<file path="src/rtl/div_unit.sv">
// div_unit -- multi-cycle radix-2 restoring divider for DIV / DIVU.
//
// One quotient bit is produced per clock.  Operands are latched when a
// request is accepted in FREE and ignored afterwards.  Signed operation
// divides magnitudes and fixes the signs at the end:
//   * the quotient is negated when the operand signs differ;
//   * the remainder takes the dividend's sign.
//
// Handshake (single description of the request/ready protocol):
//   The EX stage raises start_i with the operands and keeps it high.
//   ready_o rises once result_o is valid.  result_o stays stable while
//   start_i is high.  When EX drops start_i, the unit returns to FREE on
//   that edge and clears ready_o and result_o.  A new operation is
//   accepted only from FREE, so start_i must be low for at least one
//   cycle between operations.  annul_i aborts any operation and takes
//   precedence over start_i.
//
// Ports:
//   clk           in   rising-edge clock
//   rst           in   asynchronous reset, active-low
//   signed_div_i  in   1 = DIV (two's complement), 0 = DIVU
//   opdata1_i     in   dividend
//   opdata2_i     in   divisor
//   start_i       in   request, held until the result is consumed
//   annul_i       in   abort / flush
//   result_o      out  {remainder, quotient}
//   ready_o       out  result_o valid
//   state_dbg_o   out  current FSM state (debug)
//
// Build option:
//   DIV_EARLY_OUT_EN -- when |op1| < |op2| (with a nonzero divisor), the
//   unit goes straight to END with quotient 0 and remainder op1.
//   Results are the same with or without this option; only latency changes.

module div_unit #(
  parameter int WIDTH = 32,
  parameter int CNT_W = 6
) (
  input  logic               clk,
  input  logic               rst,
  input  logic               signed_div_i,
  input  logic [WIDTH-1:0]   opdata1_i,
  input  logic [WIDTH-1:0]   opdata2_i,
  input  logic               start_i,
  input  logic               annul_i,
  output logic [2*WIDTH-1:0] result_o,
  output logic               ready_o,
  output logic [1:0]         state_dbg_o
);

  typedef enum logic [1:0] {
    S_FREE   = 2'd0,
    S_BYZERO = 2'd1,
    S_ON     = 2'd2,
    S_END    = 2'd3
  } state_t;

  state_t             r_state;
  state_t             w_state_nxt;

  logic [WIDTH-1:0]   r_dvd;     // dividend bits shift out, quotient bits shift in
  logic [WIDTH-1:0]   r_dvs;     // divisor magnitude
  logic [WIDTH-1:0]   r_rem;     // partial remainder
  logic [CNT_W-1:0]   r_cnt;
  logic               r_neg_q;
  logic               r_neg_r;
  logic [2*WIDTH-1:0] r_result;
  logic               r_ready;

  logic [WIDTH-1:0]   w_abs1;
  logic [WIDTH-1:0]   w_abs2;
  logic               w_accept;
  logic               w_early;
  logic [WIDTH:0]     w_shift;
  logic [WIDTH:0]     w_diff;
  logic               w_qbit;
  logic [WIDTH-1:0]   w_rem_nxt;
  logic [WIDTH-1:0]   w_quo_nxt;
  logic [CNT_W-1:0]   w_cnt_nxt;
  logic               w_last;
  logic [WIDTH-1:0]   w_quo_fin;
  logic [WIDTH-1:0]   w_rem_fin;

  // Operand magnitudes.  Only signed operation takes the absolute value.
  // Note that -2^31 maps to 0x8000_0000, which is correct as an unsigned value.
  assign w_abs1   = (signed_div_i && opdata1_i[WIDTH-1]) ? (~opdata1_i + 1'b1) : opdata1_i;
  assign w_abs2   = (signed_div_i && opdata2_i[WIDTH-1]) ? (~opdata2_i + 1'b1) : opdata2_i;
  assign w_accept = start_i && !annul_i;

`ifdef DIV_EARLY_OUT_EN
  assign w_early  = (w_abs2 != '0) && (w_abs1 < w_abs2);
`else
  assign w_early  = 1'b0;
`endif

  // One restoring step.  The shifted remainder needs WIDTH+1 bits because
  // an unsigned divisor can be as large as 2^WIDTH-1.
  assign w_shift   = {r_rem, r_dvd[WIDTH-1]};
  assign w_diff    = w_shift - {1'b0, r_dvs};
  assign w_qbit    = (w_shift >= {1'b0, r_dvs});
  assign w_rem_nxt = w_qbit ? w_diff[WIDTH-1:0] : w_shift[WIDTH-1:0];
  assign w_quo_nxt = {r_dvd[WIDTH-2:0], w_qbit};
  assign w_cnt_nxt = r_cnt + 1'b1;
  assign w_last    = (w_cnt_nxt == CNT_W'(WIDTH));
  assign w_quo_fin = r_neg_q ? (~w_quo_nxt + 1'b1) : w_quo_nxt;
  assign w_rem_fin = r_neg_r ? (~w_rem_nxt + 1'b1) : w_rem_nxt;

  always_comb begin
    w_state_nxt = r_state;
    case (r_state)
      S_FREE: begin
        if (w_accept) begin
          if (w_abs2 == '0)  w_state_nxt = S_BYZERO;
          else if (w_early)  w_state_nxt = S_END;
          else               w_state_nxt = S_ON;
        end
      end
      S_BYZERO: w_state_nxt = annul_i ? S_FREE : S_END;
      S_ON: begin
        if (annul_i)     w_state_nxt = S_FREE;
        else if (w_last) w_state_nxt = S_END;
      end
      S_END: begin
        if (annul_i || !start_i) w_state_nxt = S_FREE;
      end
      default: w_state_nxt = S_FREE;
    endcase
  end

  always_ff @(posedge clk or negedge rst) begin
    if (!rst) r_state <= S_FREE;
    else      r_state <= w_state_nxt;
  end

  always_ff @(posedge clk or negedge rst) begin
    if (!rst) begin
      r_dvd    <= '0;
      r_dvs    <= '0;
      r_rem    <= '0;
      r_cnt    <= '0;
      r_neg_q  <= 1'b0;
      r_neg_r  <= 1'b0;
      r_result <= '0;
      r_ready  <= 1'b0;
    end else begin
      case (r_state)
        S_FREE: begin
          r_ready  <= 1'b0;
          r_result <= '0;
          r_cnt    <= '0;
          if (w_accept) begin
            r_dvd   <= w_abs1;
            r_dvs   <= w_abs2;
            r_rem   <= '0;
            r_neg_q <= signed_div_i && (opdata1_i[WIDTH-1] ^ opdata2_i[WIDTH-1]);
            r_neg_r <= signed_div_i && opdata1_i[WIDTH-1];
            // Early-out result: the remainder is the original dividend
            // (signed value unchanged), and the quotient is zero.
            if (w_abs2 != '0 && w_early) r_result <= {opdata1_i, {WIDTH{1'b0}}};
          end
        end
        S_BYZERO: begin
          r_ready  <= 1'b0;
          r_result <= '0;
        end
        S_ON: begin
          if (annul_i) begin
            r_cnt    <= '0;
            r_ready  <= 1'b0;
            r_result <= '0;
          end else begin
            r_dvd <= w_quo_nxt;
            r_rem <= w_rem_nxt;
            r_cnt <= w_cnt_nxt;
            if (w_last) r_result <= {w_rem_fin, w_quo_fin};
          end
        end
        S_END: begin
          if (annul_i || !start_i) begin
            r_ready  <= 1'b0;
            r_result <= '0;
            r_cnt    <= '0;
          end else begin
            r_ready  <= 1'b1;
          end
        end
        default: begin
          r_ready  <= 1'b0;
          r_result <= '0;
        end
      endcase
    end
  end

  assign result_o    = r_result;
  assign ready_o     = r_ready;
  assign state_dbg_o = r_state;

endmodule
</file>
<file path="config.mk">
export PLATFORM = sky130hd
export DESIGN_NAME = div_unit
export DESIGN_NICKNAME = d
export VERILOG_FILES = /design/src/rtl/div_unit.sv
export SDC_FILE = /design/constraint.sdc
export NUM_CORES = 1
export LEC_CHECK = 0
export CAP_MARGIN = 5
export CORE_ASPECT_RATIO = 2
export CORE_MARGIN = 2
export CORE_UTILIZATION = 50
export DETAILED_ROUTE_END_ITERATION = 8
export DONT_BUFFER_PORTS = 1
export GPL_ROUTABILITY_DRIVEN = 0
export SYNTH_ARGS = -nofsm -noshare
export SYNTH_HDL_FRONTEND = slang
export SYNTH_SLANG_ARGS = --single-unit
</file>
<file path="constraint.sdc">
create_clock -name clk -period 5.95 [get_ports clk]
set_input_delay 1.19 -clock clk [delete_from_list [all_inputs] [get_ports clk]]
set_output_delay 1.19 -clock clk [all_outputs]
set_load 0.01 [all_outputs]
</file>
Word level (Yosys, flattened, before mapping)
Cells that the tools add are included.
Word-level totals
  memory bits (read-only): 0
  word-level logic and storage cells: 75
  memory bits (writable): 0
  register bits: 171
  memories kept: 0
  bits in latches: 0
  output and inout bits: 67
Cells by class
  mux-type cells: 28
  order comparisons: 1
  bitwise gates (word level): 5
  reduce and logical (&&, ||, !) cells: 17
  multipliers: 0
  shift-type cells: 0
  div/mod/pow operators: 0
  equal/unequal tests: 9
  add/subtract/negate cells: 6
Operators with widths (number)
  32-bit two-way mux: 9
  64-bit two-way mux: 3
  64-bit one-hot mux with 3 select lines: 1
  32-bit by 1-bit adder with 32-bit output (second input constant): 4
  32-bit NOT: 4
  32-bit one-hot mux with 2 select lines: 2
  33-bit by 32-bit greater-or-equal comparator with 1-bit output: 1
  32-bit logical NOT: 1
  32-bit subtractor: 1
  6-bit one-hot mux with 3 select lines: 1
  2-bit two-way mux: 6
  6-bit two-way mux: 2
  2-bit != test (second input constant): 4
  2-bit one-hot mux with 4 select lines: 1
  6-bit by 1-bit adder with 6-bit output (second input constant): 1
  6-bit == test (second input constant): 1
  2-bit AND reduction: 3
  3-bit AND reduction: 2
  2-bit == test (second input constant): 2
  1-bit logical AND: 4
  3-bit != test (second input constant): 1
  1-bit one-hot mux with 3 select lines: 1
  3-bit nonzero test: 1
  2-bit by 1-bit == test with 1-bit output (second input constant): 1
  7 further kinds: 9

Depth between registers and ports, before layout
  depth in word-level cells: 8
  mapped depth: 23
  depth with buffers taken out: 19

Worst setup path before layout
OpenSTA, ideal clock, no wires.
  kind: reg-to-reg
  from: register r_rem[2]
  to: register r_result[60] (netlist: result_o[60])
  stages on the path, launching flop included: 22
  setup slack: 1411 ps
  period minus slack after synthesis: 4539 ps
  data required time: 5818 ps
  arrival: 4407 ps
  path through: dfrtp_1 ha_1 a21o_1 a21o_4 o21ai_2 a311oi_2 or2_1 buf_4 inv_2 buf_2 buf_1 mux2i_1 ha_1 nand3b_1 or2_2 nor4b_1 a41oi_1 nor2_1 nand3_1 o41ai_2 xnor2_1 o21ai_1
Between the ends
  longest elaborated chain between the ends: 8
RTL lines
  start: declaration: RTL line 63  | logic [WIDTH-1:0] r_rem;
  start signal: assignment: RTL line 173  | r_rem <= w_rem_nxt;
  32-bit subtractor / 33-bit by 32-bit greater-or-equal comparator with 1-bit output (equally long branches): RTL line 99, 100
  32-bit two-way mux *: RTL line 101  | assign w_rem_nxt = w_qbit ? w_diff[WIDTH-1:0] : w_shift[WIDTH-1:0];
  32-bit NOT: RTL line 106  | assign w_rem_fin = r_neg_r ? (~w_rem_nxt + 1'b1) : w_rem_nxt;
  32-bit by 1-bit adder with 32-bit output: RTL line 106
  32-bit two-way mux *: RTL line 106
  64-bit two-way mux *: RTL line 175  | if (w_last) r_result <= {w_rem_fin, w_quo_fin};
  64-bit two-way mux *: RTL line 167  | if (annul_i) begin
  64-bit one-hot mux with 3 select lines *: RTL line 146  | case (r_state)
  end signal: assignment: RTL line 159  | if (w_abs2 != '0 && w_early) r_result <= {opdata1_i, {WIDTH{1'b0}}};
  end signal: assignment: RTL line 175
  end: declaration: RTL line 67  | logic [2*WIDTH-1:0] r_result;
Every way passes the cells marked *; elsewhere a longest branch is shown, timed or not. The select of a mux whose other input is x is not followed.
A chain may end at the register's enable or synchronous reset.

Final worst setup path
  from: register r_rem[8]
  to: register r_result[60] (netlist: result_o[60])
Same word-level chain as after synthesis.

==> reports/qor.yml <==
place:
  placed_cell_area_um2: 12670
  io_buffers: 0
  hpwl_um: 26480
  pre_cts_slack_ns: 0.9534
clock_tree:
  numCtsBuffers: 17
  root_buffer: "clkbuf_16"
  cts_hold_buf: 0
  cts_buffer_depth: 2
  insertion_delay_ns: 0.46
  cts_tree: "done"
  cts_setup_buffers: 0
  clk_pin_slew_ns: 0.07
  h-tree-depth: 4
  cts_resized: 0
  cts_sinks: 171
power:
  p_per_area_nw_per_um2: 678.9
  p_switching_w: 0.004695
  leakagePower_nw: 5.484
  switching_share_pct: 52.03
  seqPwrFrac_pct: 23.9
  ir_drop_uv: 338.8
  p_clk_share_pct: 13.0
  p_comb_share_pct: 63.1
  p_int_w: 0.004328
synthesis:
  synth_compound_area_share_pct: 23.75
  synth_area_um2: 12530
  synth_xor_xnor_area_share_pct: 9.848
  synth_mux_area_share_pct: 2.087
  synth_fa_ha_area_share_pct: 4.355
  synth_top_area_share_pct: 34.16
  synth.distinct_cells: 84
  yosys_warnings: 0
  synth_cells: 1593
  ys.flop_type: "dfrtp_1"
  avgSynthCellArea_um2: 7.864
  syn_nets: 1705
  ys_top_cells_by_area: "dfrtp_1 (34%), o21ai_0 (8.5%), nand2_1 (8.3%)"
  synth-seq-area-share_pct: 34.16
  synth.largest_area_cell: "dfrtp_1"
  async_flop_share_pct: 100.0
  synth_seq_cells: 171
  synth_common_cells: "nand2_1 (277), o21ai_0 (214), dfrtp_1 (171)"
  synth_most_common_cell: "nand2_1"
  synth_top_family_by_area: "compound AO/OA/AOI/OAI gates"
  synth_edf_count: 0
  synthSimpleGateAreaFrac_pct: 21.18
route:
  dr.pass1.iters: 5
  via_per_inst: 6.013
  wire_per_inst_um: 18.89
  vias: 11320
  wl_met3_um: 1558
  drc: 0
  met1_length_um: 14520
  top_layer_used: "met5"
  dr_wl_met2_um: 18070
  ant_nets: 0
  routed_wl_um: 35560
  drt-initial-drc-count: 789
worst_setup_path:
  cp.required_ns: 6.28
  path_cells: "ha_1 -> nand4_2 -> nor4_1 -> nand4_1 -> o311ai_1 -> or2_2 -> nand2_1 -> o21ai_0 -> ha_1 -> nand3b_1 -> or2_2 -> nor4b_1 -> a41oi_1 -> nor2_1 -> nand3_1 -> o41ai_2 -> xnor2_1 -> o21ai_1"
  path_buf_inv: 0
  cp_max_fo: 8
  cp.arrival_ns: 5.45
  crit_path_start_kind: "flip-flop"
  crit_family: "simple AND/OR/NAND/NOR gates"
  crit_type: "reg -> reg"
  end_kind: "flip-flop"
  slowest_delay_ns: 0.51
  slowest_stage: "nor4_1"
cells_and_area:
  drive_gt1_share_pct: 5.175
  regArea_um2: 4279
  n_antenna_cell: 0
  final_area_um2: 13290
  nFillCells: 2452
  multiInputGateArea_um2: 7687
  area_delta_synth_final_pct: 6.092
  finalNetCount: 1645
flow_run:
  cap_violations: 0
global_routing:
  grt_pass1_vias: 10820
  grt_pass1_wl_um: 56820
  grt_overflow_total: 0
  grt_max_degree: 172
  antenna_found_initial: 1
  track_usage_pct: 27.36
sta:
  fin_setup_tns_ns: 0
  hold_viol: 0
  holdWs_ns: 0.4339
  finClkSkew_ns: 0.01153
  rsz0062_at_grt: "no"
  fin_ws_ns: 0.8302
  slew_violations: 0
  layout_min_cycle_time_ns: 5.120
  relSlewSlack_pct: 29.41
  worstMarginPinSlew_ns: 1.052
  fmax_ghz: 0.1953
  finalSetupViolCount: 0
  min_period_over_period_pct: 86.05
floorplanning:
  die_y_um: 227.9
  rows: 82
  dieArea_um2: 26410
  core_area_um2: 24830
  ios: 136
  initial_core_util_pct: 50.45
  die_x_um: 115.9
status:
  outcome: "finished clean"
worst_hold_path:
  hold_path.class: "in -> async"
==> power groups by stage <==
stage	Sequential (W)	Clock, W	Combinational (W)
6_report	0.00215	0.00118	0.00569
3_5_place_dp	0.00217	0	0.00563
3_3_place_gp	0.00215	0	0.00557
5_1_grt	0.00221	0.00126	0.00629
2_1_floorplan	0.00197	0	0.00441
4_1_cts	0.00215	0.00120	0.00566
==> placed cells by master (no fill, tap or decap), types with 5 or more instances in the layout <==
cell,synthesis,routed
nand2_1,277,276
o21ai_0,214,213
dfrtp_1,171,171
nor2_1,118,118
a21oi_1,112,111
xor2_1,74,74
xnor2_1,65,65
inv_1,55,55
o31ai_1,44,44
ha_1,42,41
nor3_1,33,33
nand3_1,25,25
mux2i_1,25,25
or3_1,25,25
clkbuf_16,0,17
nor4_1,15,15
o41ai_1,14,14
or4_1,13,13
a31oi_1,13,13
o21ai_1,10,11
nand4_1,11,11
buf_4,4,10
a211oi_1,8,8
a21o_1,8,8
nand2b_1,8,8
and2_1,8,8
or2_2,6,7
o21bai_1,7,7
o211ai_1,6,6
o21a_1,7,6
nor2b_1,5,5
nand3b_1,5,5
==> registers in the layout (all words and copies together) (netlist names) <==
| register | cells |
|---|---|
| result_o | 64 |
| r_dvd | 32 |
| r_dvs | 32 |
| r_rem | 32 |
| r_cnt | 6 |
| state_dbg_o | 2 |
| r_neg_q | 1 |
| r_neg_r | 1 |
| ready_o | 1 |
==> final cells by class <==
cell class                      count  share of cell area (%)
Clock buffer                       21                   3.465
Multi-Input combinational cell   1277                   57.84
Clock inverter                     11                   1.186
Sequential cell                   171                   32.20
Inverter                           56                   1.582
Tap cell                          336                   3.163
Timing Repair Buffer               10                  0.5649
==> worst reg2reg max path, delay by kind of cell, from the launching register on <==
kind | cells | cell delay (ns)
and+or+nand+nor | 10 | 2.60
adders and majority gates | 2 | 0.80
AOI/OAI and AO/OA | 5 | 0.96
DFF | 1 | 0.48
xor gates and xnor gates | 1 | 0.17
==> per-layer routing <==
layer / global-route usage, % / vias to the layer above
met2: 46.49 / 276
met1: 33.01 / 5439
met4: 11.87 / 2
li1: - / 5521
met3: 5.499 / 78
met5: 0 / -
==> stage by stage <==
stage	utilization [%]	power [W]	cells
after floorplan	-	0.006380	1593
after global placement	51.04	0.007713	1850
after detailed placement	51.04	0.007798	1850
after CTS	53.53	0.009007	1882
after global routing	53.53	0.009758	1882
final	53.53	0.009022	1882
==> worst paths after layout <==
kind,start,endpoint,slack (ns),cells after the start
worst max register to register,r_rem[8],result_o[60],0.83,18
worst min-delay path,rst,r_dvs[2],0.43,0
max in group asynchronous,rst,r_dvd[17],5.15,0
worst max-delay path,r_rem[8],result_o[60],0.83,18
worst min register to register,r_dvs[1],r_dvs[1],0.48,2
min in group clk,r_dvs[1],r_dvs[1],0.48,2
==> logic make-up (layout without fill, tap and decap cells) <==
group,count (synthesis),after routing
muxes,26,26
and+or+nand+nor,577,577
DFF,171,171
AOI/OAI and AO/OA,491,491
adders and majority gates,43,43
buffers and inverters,145,98
xor gates and xnor gates,140,140
Power figures use the tool's default switching activity.
